`config.mk`:
```
export PLATFORM = sky130hd
export DESIGN_NAME = param_stream_loader
export DESIGN_NICKNAME = d
export VERILOG_FILES = /design/src/rtl/param_stream_loader.sv
export SDC_FILE = /design/constraint.sdc
export NUM_CORES = 1
export LEC_CHECK = 0
export BUFFER_PORTS_ARGS = -buffer_cell sky130_fd_sc_hd__buf_2
export CAP_MARGIN = 20
export CORE_MARGIN = 10
export CORE_UTILIZATION = 50
export CTS_CLUSTER_DIAMETER = 150
export DETAILED_ROUTE_END_ITERATION = 6
export GPL_ROUTABILITY_DRIVEN = 0
export GPL_TIMING_DRIVEN = 0
export PLACE_DENSITY = 0.77
export SLEW_MARGIN = 15
export SYNTH_ARGS = -nofsm -noshare
export SYNTH_HDL_FRONTEND = slang
export SYNTH_SLANG_ARGS = --single-unit
```
`constraint.sdc`:
```
create_clock -name clk -period 3.4 [get_ports clk]
set_input_delay 0.68 -clock clk [delete_from_list [all_inputs] [get_ports clk]]
set_output_delay 0.68 -clock clk [all_outputs]
set_load 0.05 [all_outputs]
```
`src/rtl/param_stream_loader.sv`:
```
// Run-time parameter loader: packs a valid/ready beat stream into a RAM and
// serves it through a ROM-compatible, two-stage registered read port.
module param_stream_loader #(
  parameter int PRECISION_0       = 16,
  parameter int TENSOR_SIZE_DIM_0 = 32,
  parameter int PARALLELISM_DIM_0 = 1,
  parameter int DEPTH             = TENSOR_SIZE_DIM_0 / PARALLELISM_DIM_0,
  parameter int AWIDTH            = $clog2(DEPTH) + 1
) (
  input  logic                                     clk,
  input  logic                                     rst,
  input  logic                                     load_start,
  input  logic [PRECISION_0-1:0]                   data_in [PARALLELISM_DIM_0],
  input  logic                                     data_in_valid,
  output logic                                     data_in_ready,
  output logic                                     busy,
  output logic                                     load_done,
  output logic [AWIDTH-1:0]                        beat_count,
  input  logic [AWIDTH-1:0]                        addr0,
  input  logic                                     ce0,
  output logic [PRECISION_0*PARALLELISM_DIM_0-1:0] q0
);

  localparam int WORD_W    = PRECISION_0 * PARALLELISM_DIM_0;
  localparam int IDX_W     = (DEPTH > 1) ? $clog2(DEPTH) : 1;
  localparam int RAM_WORDS = 1 << IDX_W;

  localparam logic [AWIDTH-1:0] LAST_PTR = AWIDTH'(DEPTH - 1);
  localparam logic [AWIDTH-1:0] DEPTH_A  = AWIDTH'(DEPTH);
  localparam logic [AWIDTH-1:0] PTR_ONE  = AWIDTH'(1);

  typedef enum logic [1:0] {
    S_IDLE,
    S_LOAD,
    S_DONE
  } state_t;

  state_t            r_state;
  state_t            w_state_next;
  logic [AWIDTH-1:0] r_wr_ptr;
  logic [AWIDTH-1:0] w_wr_ptr_next;
  logic              w_in_load;
  logic              w_handshake;
  logic [WORD_W-1:0] w_wr_word;
  logic [IDX_W-1:0]  w_wr_idx;
  logic [IDX_W-1:0]  w_rd_idx;
  logic              w_rd_in_range;

  logic [WORD_W-1:0] r_ram [RAM_WORDS];
  logic [WORD_W-1:0] r_stage1;
  logic [WORD_W-1:0] r_q0;

  assign w_in_load   = (r_state == S_LOAD);
  assign w_handshake = w_in_load && data_in_valid;
  assign w_wr_idx    = r_wr_ptr[IDX_W-1:0];
  assign w_rd_idx    = addr0[IDX_W-1:0];
  assign w_rd_in_range = (addr0 < DEPTH_A);

  // Element j of the beat lands in word bits [PRECISION_0*j +: PRECISION_0].
  always_comb begin
    // NOTE: every signal driven in an always_comb gets a default first, so no path can infer a latch.
    w_wr_word = '0;
    for (int j = 0; j < PARALLELISM_DIM_0; j++) begin
      w_wr_word[PRECISION_0*j +: PRECISION_0] = data_in[j];
    end
  end

  always_comb begin
    w_state_next  = r_state;
    w_wr_ptr_next = r_wr_ptr;
    unique case (r_state)
      S_IDLE, S_DONE: begin
        if (load_start) begin
          w_state_next  = S_LOAD;
          w_wr_ptr_next = '0;
        end
      end
      S_LOAD: begin
        // load_start is deliberately ignored here, even alongside the final beat.
        if (w_handshake) begin
          if (r_wr_ptr == LAST_PTR) begin
            w_state_next  = S_DONE;
            w_wr_ptr_next = '0;
          end else begin
            w_wr_ptr_next = r_wr_ptr + PTR_ONE;
          end
        end
      end
      default: begin
        w_state_next  = S_IDLE;
        w_wr_ptr_next = '0;
      end
    endcase
  end

  always_ff @(posedge clk) begin
    if (rst) begin
      r_state  <= S_IDLE;
      r_wr_ptr <= '0;
    end else begin
      r_state  <= w_state_next;
      r_wr_ptr <= w_wr_ptr_next;
    end
  end

  // NOTE: the RAM array has no reset so it can map onto block memory; a reset leaves its contents intact.
  always_ff @(posedge clk) begin
    if (w_handshake) begin
      r_ram[w_wr_idx] <= w_wr_word;
    end
  end

  // Out-of-range addresses return zero; callers treat that value as undefined.
  always_ff @(posedge clk) begin
    if (rst) begin
      r_stage1 <= '0;
      r_q0     <= '0;
    end else if (ce0) begin
      // NOTE: non-blocking assignment here means a read sees the pre-edge RAM word, giving read-first behaviour.
      r_stage1 <= w_rd_in_range ? r_ram[w_rd_idx] : '0;
      r_q0     <= r_stage1;
    end
  end

  assign q0            = r_q0;
  assign data_in_ready = w_in_load;
  assign busy          = w_in_load;
  assign load_done     = (r_state == S_DONE);

  always_comb begin
    beat_count = '0;
    if (r_state == S_LOAD) begin
      beat_count = r_wr_ptr;
    end else if (r_state == S_DONE) begin
      beat_count = DEPTH_A;
    end
  end

endmodule

```
==> run_results.csv, run 1 <==
group,metric,value,unit
route,remaining_drc_errors,1,
grt,grt_pass1_wl,77400,um
cts,cts_buffers,53,
cts,cts_setup_buffers,0,
logic_synthesis,netlist_instances,1095,
worst_setup_path,r2r_start,"r_state[0]$_SDFFE_PP0P_",
logic_synthesis,yosys_register_bits,552,
logic_synthesis,synth_ff_type,"edfxtp_1",
grt,grt_max_degree,33,
route,wl_per_cell,28.6,um
logic_synthesis,yosysUniqueCellTypes,50,
logic_synthesis,synth-seq-area-share,74.9,%
route,vias,11600,
sta,skew,0.0174,ns
flow_run,maxCapViolations,0,
sta,tns,0,ns
power,ir_drop,0.407,mV
die,fp.dieH,228,um
status,status,"finished, violations left",
sta,clock.fmax,0.337,GHz
logic_synthesis,synth_edf_count,512,
worst_setup_path,start_kind,"register",
route,wl,53200,um
worst_setup_path,arrival,3.25,ns
finish,layout_common_cells,"edfxtp_1 (512), mux4_2 (93), buf_2 (63)",
power,leakage,0.00802,uW
power,internal_power,10900,uW
die,io_pins,52,
placed_design,port_buffers,47,
die,rows,76,
placed_design,place_hpwl,35500,um
grt,track_usage,20.2,%
sta,period_minus_slack,2.96,ns
route,detail-route-antenna-nets,0,
route,drt-pass1-iter-count,7,
cts,cts_resized,0,
status,violations,"design-rule violations",
sta,maxSlewViolCount,0,
route,drt_iter0_drc,1788,
die,die_area,51900,um^2
power,clkPwrFrac,40.4,%
worst_hold_path,min_path_type,"in2reg",
worst_setup_path,reg2reg_depth,6,
power,cellPowerDensity,557,nW/um^2
die,start_util,50.3,%
worst_setup_path,crit_end,"r_ram[24][3]$_DFFE_PP_",
cts,htree_levels,2,
power,p_switching,2860,uW
sta,setup_violations,0,
die,chipWidth,228,um
sta,tightestPinTransition,1.02,ns
finish,finish.net_count,1261,
logic_synthesis,async_flop_share,0,%
worst_setup_path,crit_start,"r_state[0]$_SDFFE_PP0P_",
grt,grt_pass1_vias,11500,
worst_setup_path,critPathKind,"reg2reg",
sta,maxSlewHeadroom,32.1,%
logic_synthesis,mappedNetlistArea,21600,um^2
sta,period_share,87.2,%
cts,clkTransAtPathRegs,0.06,ns
grt,antenna_found_initial,7,
power,p_sw_share,20.8,%
route,viasPerCell,6.22,
worst_setup_path,r2r-end,"r_ram[24][3]$_DFFE_PP_",
logic_synthesis,yosysWarnings,0,
grt,grt-ovfl-total,0,
power,pwr-share-seq,54.3,%
cts,insertion_delay,0.59,ns
power,power_frac_comb,5.3,%
worst_setup_path,rrSetupSlack,0.44,ns
cts,hold_buffers,0,
logic_synthesis,syn-mean-instance-area,19.7,um^2
cts,cts_tree,"built",
worst_setup_path,critPathCaptureType,"register",
worst_setup_path,cp_max_fo,11,
cts,clockBufferDepth,3,
finish,drive_gt1_share,27.5,%
finish,post-route-util,57.6,%
finish,syn2layout_area_growth,14.5,%
logic_synthesis,syn_nets,1126,
sta,hold_viol,0,
worst_hold_path,min_from,"load_start",
sta,rsz0062_at_grt,"false",
cts,cts-root-buf,"clkbuf_16",
cts,clock_sinks,552,
finish,fillerInstances,3056,
finish,layout_commonest_cell,"edfxtp_1",
worst_setup_path,worstPathRequired,3.68,ns
die,core_area,42900,um^2
power,finalPower,13800,uW
[critical path, stage by stage, from the launching register on]
cell,delay [ns]
dfxtp_1,0.41
nand2b_1,0.20
inv_1,0.14
clkbuf_1,0.33
nand3_1,0.56
nor2_2,0.77
buf_8,0.24
[registers in the layout, indices dropped and copies added, names as in the netlist]
signal    count
q0           16
r_ram       512
r_stage1     16
r_state       2
r_wr_ptr      6
[layer usage]
layer  routed length [um]  track usage (%)  vias to the layer above
li1                     -                -                     4765
met1                20000             26.1                     5881
met2                25000             31.8                      762
met3                 5910             5.32                      148
met4                 2260             8.58                       10
met5                   61                0                        -
[cell type report]
cell class / instances / area [um^2] / area share [%]
sequential: 552 / 16200 / 65.5
timing repair buffer: 80 / 687 / 2.78
multi-input combinational: 477 / 5070 / 20.5
clock buffer: 73 / 1410 / 5.71
clock inverter: 23 / 208 / 0.841
antenna: 2 / 5.00 / 0.0203
tap: 585 / 732 / 2.96
buffer: 60 / 399 / 1.62
inverter: 6 / 22.5 / 0.0912
[per-stage QoR]
stage | hold slack, ns | instances | cell area, um^2 | worst slack (ns)
3_3_place_gp | 0.465 | 1727 | 22600 | -0.0526
6_report | 0.418 | 1858 | 24700 | 0.437
4_1_cts | 0.404 | 1855 | 24700 | 0.490
2_1_floorplan | 0.443 | 1095 | 21600 | 0.620
5_1_grt | 0.448 | 1857 | 24700 | 0.300
3_5_place_dp | 0.476 | 1759 | 23100 | 0.321
[worst min path at each step]
| stage | endpoint | slack, ns | depth (start not counted) |
|---|---|---|---|
| after global placement | r_state[1]$_SDFFE_PP0P_ | 0.47 | 2 |
| final | r_state[1]$_SDFFE_PP0P_ | 0.42 | 4 |
| after global routing | r_state[1]$_SDFFE_PP0P_ | 0.45 | 3 |
| after floorplan | r_state[1]$_SDFFE_PP0P_ | 0.44 | 2 |
| after detailed placement | q0[10]$_SDFFE_PP0P_ | 0.48 | 2 |
| after CTS | r_state[1]$_SDFFE_PP0P_ | 0.40 | 4 |
[cell families after synthesis]
kind of cell | Yosys count | share of synthesized area [%]
AO/OA/AOI/OAI | 104 | 3.63
adder cells (fa/ha/maj) | 4 | 0.232
buffers and inverters | 66 | 1.95
flip-flops | 552 | 74.9
multiplexers | 191 | 15.2
AND/OR/NAND/NOR | 178 | 4.09
[synthesized netlist by cell type, types with 10 or more instances]
| cell type | instances | area [um^2] |
|---|---|---|
| mux2_2 | 26 | 293 |
| mux4_1 | 10 | 263 |
| a211oi_1 | 12 | 90.1 |
| nand2_1 | 31 | 116 |
| buf_6 | 10 | 113 |
| o22ai_1 | 12 | 75.1 |
| nor2_1 | 68 | 255 |
| buf_4 | 14 | 105 |
| edfxtp_1 | 512 | 15400 |
| o21ai_0 | 21 | 105 |
| nor2b_1 | 27 | 169 |
| clkbuf_1 | 14 | 52.6 |
| nor4_1 | 14 | 87.6 |
| a2111oi_0 | 14 | 123 |
| mux2i_1 | 62 | 621 |
| mux4_2 | 93 | 2090 |
| dfxtp_1 | 40 | 801 |
| buf_2 | 16 | 80.1 |
[power by group through the flow]
stage          logic, uW  clock network, uW  registers, uW
2_1_floorplan        401                  0           7630
3_3_place_gp         693                  0           7610
3_5_place_dp         715                  0           7610
4_1_cts              720               5610           7470
5_1_grt              768               5870           7470
6_report             733               5550           7470
No activity file was read; power rests on OpenSTA's default activity.
==> run 2: changes to the inputs <==
--- a/config.mk
+++ b/config.mk
@@ -5,15 +5,16 @@
 export SDC_FILE = /design/constraint.sdc
 export NUM_CORES = 1
 export LEC_CHECK = 0
-export BUFFER_PORTS_ARGS = -buffer_cell sky130_fd_sc_hd__buf_2
+export ABC_AREA = 1
 export CAP_MARGIN = 20
 export CORE_MARGIN = 10
 export CORE_UTILIZATION = 50
 export CTS_CLUSTER_DIAMETER = 150
 export DETAILED_ROUTE_END_ITERATION = 6
+export DONT_BUFFER_PORTS = 1
 export GPL_ROUTABILITY_DRIVEN = 0
 export GPL_TIMING_DRIVEN = 0
-export PLACE_DENSITY = 0.77
+export PLACE_DENSITY = 0.76
 export SLEW_MARGIN = 15
 export SYNTH_ARGS = -nofsm -noshare
 export SYNTH_HDL_FRONTEND = slang
==> run_results.csv, run 2 <==
group,metric,value,unit
die,core_area,44300,um^2
logic_synthesis,synth-seq-area-share,71.9,%
logic_synthesis,yosysMostFrequentCell,"nand2_1",
route,drt_iter0_drc,2325,
logic_synthesis,synth_edf_count,512,
worst_setup_path,worstPathRequired,2.72,ns
finish,largest_reg_flops,512,
logic_synthesis,yosysUniqueCellTypes,27,
sta,period_minus_slack,3.03,ns
flow_run,maxCapViolations,0,
worst_setup_path,critPathKind,"reg2out",
route,drt-pass1-iter-count,7,
power,ir_drop,0.451,mV
finish,drive_gt1_share,10.0,%
sta,period_share,89.3,%
finish,top_register,"r_ram",
finish,post-route-util,57.2,%
placed_design,port_buffers,0,
cts,cts_resized,0,
worst_setup_path,cp.depth,4,
finish,finish.net_count,2114,
worst_setup_path,crit_path_top_delay_cell,"nor2_1",
sta,rsz0062_at_grt,"false",
finish,antenna_cells,0,
worst_hold_path,min_path_type,"in2reg",
logic_synthesis,netlist_top_cells_count,"nand2_1 (799), edfxtp_1 (512), nand3_1 (377)",
grt,track_usage,23.2,%
sta,maxSlewHeadroom,35.4,%
power,leakage,0.00932,uW
power,internal_power,10900,uW
sta,hold_viol,0,
logic_synthesis,synth_ff_type,"edfxtp_1",
sta,clock.fmax,0.330,GHz
route,remaining_drc_errors,1,
worst_setup_path,critPathCaptureType,"output pin",
logic_synthesis,syn-mean-instance-area,11.2,um^2
sta,tightestPinTransition,0.962,ns
die,io_pins,52,
route,vias,15800,
worst_setup_path,worstPathBufferInverterCount,2,
logic_synthesis,async_flop_share,0,%
power,power_frac_comb,5.8,%
worst_setup_path,critical-path-top-delay-family,"simple AND/OR/NAND/NOR gates",
status,status,"finished, violations left",
logic_synthesis,yosysTopAreaCell,"edfxtp_1",
logic_synthesis,synth_top_cell_area_share,68.3,%
worst_setup_path,reg2reg_depth,6,
cts,clkTransAtPathRegs,0.06,ns
power,clkPwrFrac,40.5,%
power,pwr-share-seq,53.6,%
worst_hold_path,whs_path_depth,0,
cts,cts_setup_buffers,0,
route,detail-route-antenna-nets,0,
cts,clock_sinks,552,
status,violations,"design-rule violations",
logic_synthesis,syn_nets,2031,
cts,cts_buffers,53,
cts,htree_levels,2,
logic_synthesis,synthTopCellsByArea,"edfxtp_1 (68%), nand2_1 (13%), nand3_1 (8.4%), dfxtp_1 (3.6%), nor2_1 (1.3%)",
finish,syn2layout_area_growth,12.7,%
power,p_switching,3100,uW
logic_synthesis,netlist_instances,2000,
sta,tns,0,ns
cts,insertion_delay,0.60,ns
finish,layout_common_cells,"nand2_1 (799), edfxtp_1 (512), nand3_1 (377)",
worst_setup_path,start_kind,"register",
grt,grt_pass1_wl,93500,um
route,wl_per_cell,23.1,um
die,fp.dieH,232,um
grt,grt_pass1_vias,15100,
worst_setup_path,cp_max_fo,8,
placed_design,place_hpwl,41800,um
worst_setup_path,crit_top_cell,"inv_1",
die,chipWidth,232,um
die,die_area,53900,um^2
sta,skew,0.0153,ns
cts,cts-root-buf,"clkbuf_16",
logic_synthesis,mappedNetlistArea,22500,um^2
worst_setup_path,worstPathCellList,"inv_1, nor2_4, inv_1, nor2_1",
power,cellPowerDensity,552,nW/um^2
sta,maxSlewViolCount,0,
logic_synthesis,yosysWarnings,0,
grt,grt-ovfl-total,0,
sta,setup_violations,0,
worst_setup_path,slowest_delay,0.73,ns
die,start_util,50.8,%
finish,layout_commonest_cell,"nand2_1",
power,p_sw_share,22.1,%
grt,antenna_found_initial,1,
route,wl,62700,um
cts,hold_buffers,0,
cts,cts_tree,"built",
logic_synthesis,yosys_register_bits,552,
grt,grt_max_degree,33,
die,rows,77,
worst_setup_path,arrival,2.35,ns
cts,clockBufferDepth,3,
route,viasPerCell,5.82,
==> run 2: changes by cell type after synthesis, sizes merged, moves of 19 or more <==
| cell | previous run | this run |
|---|---|---|
| mux4 | 103 | 0 |
| buf | 43 | 84 |
| mux2i | 62 | 0 |
| nand2 | 31 | 799 |
| nor2b | 27 | 0 |
| mux2 | 26 | 0 |
| nand3 | 9 | 377 |
| clkbuf | 16 | 35 |
==> run 2: final cells by class <==
class,count,area (um^2)
clock buffer,68,1460
tap,592,741
fill,3470,19000
buffer,119,739
clock inverter,24,194
sequential,552,16200
inverter,22,85.1
multi-input combinational,1307,5580
timing repair buffer,28,390
==> run 2: metal layers <==
metal / up-vias / share of wire, % / global-route usage [%]
met5: - / 0.022 / 0
met4: 2 / 5.6 / 12.0
met3: 206 / 13 / 5.58
met2: 1050 / 45 / 36.0
met1: 7456 / 36 / 29.9
li1: 7064 / - / -
==> run 2: worst paths after layout <==
check	from	end	slack (ns)
setup reg to reg	r_state[0]$_SDFFE_PP0P_	r_ram[29][3]$_DFFE_PP_	0.41
hold / removal	data_in[0]	r_ram[22][0]$_DFFE_PP_	0.17
setup / recovery	r_state[0]$_SDFFE_PP0P_	beat_count[2]	0.37
hold reg to reg	r_stage1[10]$_SDFFE_PP0P_	r_stage1[10]$_SDFFE_PP0P_	0.47
==> run 2: cells by family (layout without fill, tap and decap cells) <==
logic type	after synthesis	after routing	share of synthesized area, %
AO/OA/AOI/OAI	44	44	1.02
buffers and inverters	141	261	3.67
flip-flops	552	552	71.9
adder cells (fa/ha/maj)	4	4	0.222
AND/OR/NAND/NOR	1259	1259	23.2
==> run 2: power by group through the flow <==
stage               Combinational (uW)  Sequential, uW  Clock, uW
floorplan                          526            7650          0
CTS                                791            7510       5680
detailed placement                 783            7650          0
global route                       886            7510       5930
global placement                   761            7650          0
finish                             817            7510       5670
==> run 2: stage by stage <==
| stage | hold slack [ns] | area (um^2) | std cells | setup WS (ns) | total power [uW] |
|---|---|---|---|---|---|
| after floorplan | 0.445 | 22500 | 2000 | 0.996 | 8170 |
| after CTS | 0.156 | 25400 | 2712 | 0.340 | 14000 |
| after global placement | 0.456 | 23200 | 2592 | -0.0850 | 8410 |
| final | 0.174 | 25400 | 2712 | 0.365 | 14000 |
| after detailed placement | 0.455 | 23700 | 2620 | 0.416 | 8440 |
| after global routing | 0.160 | 25400 | 2712 | 0.233 | 14300 |
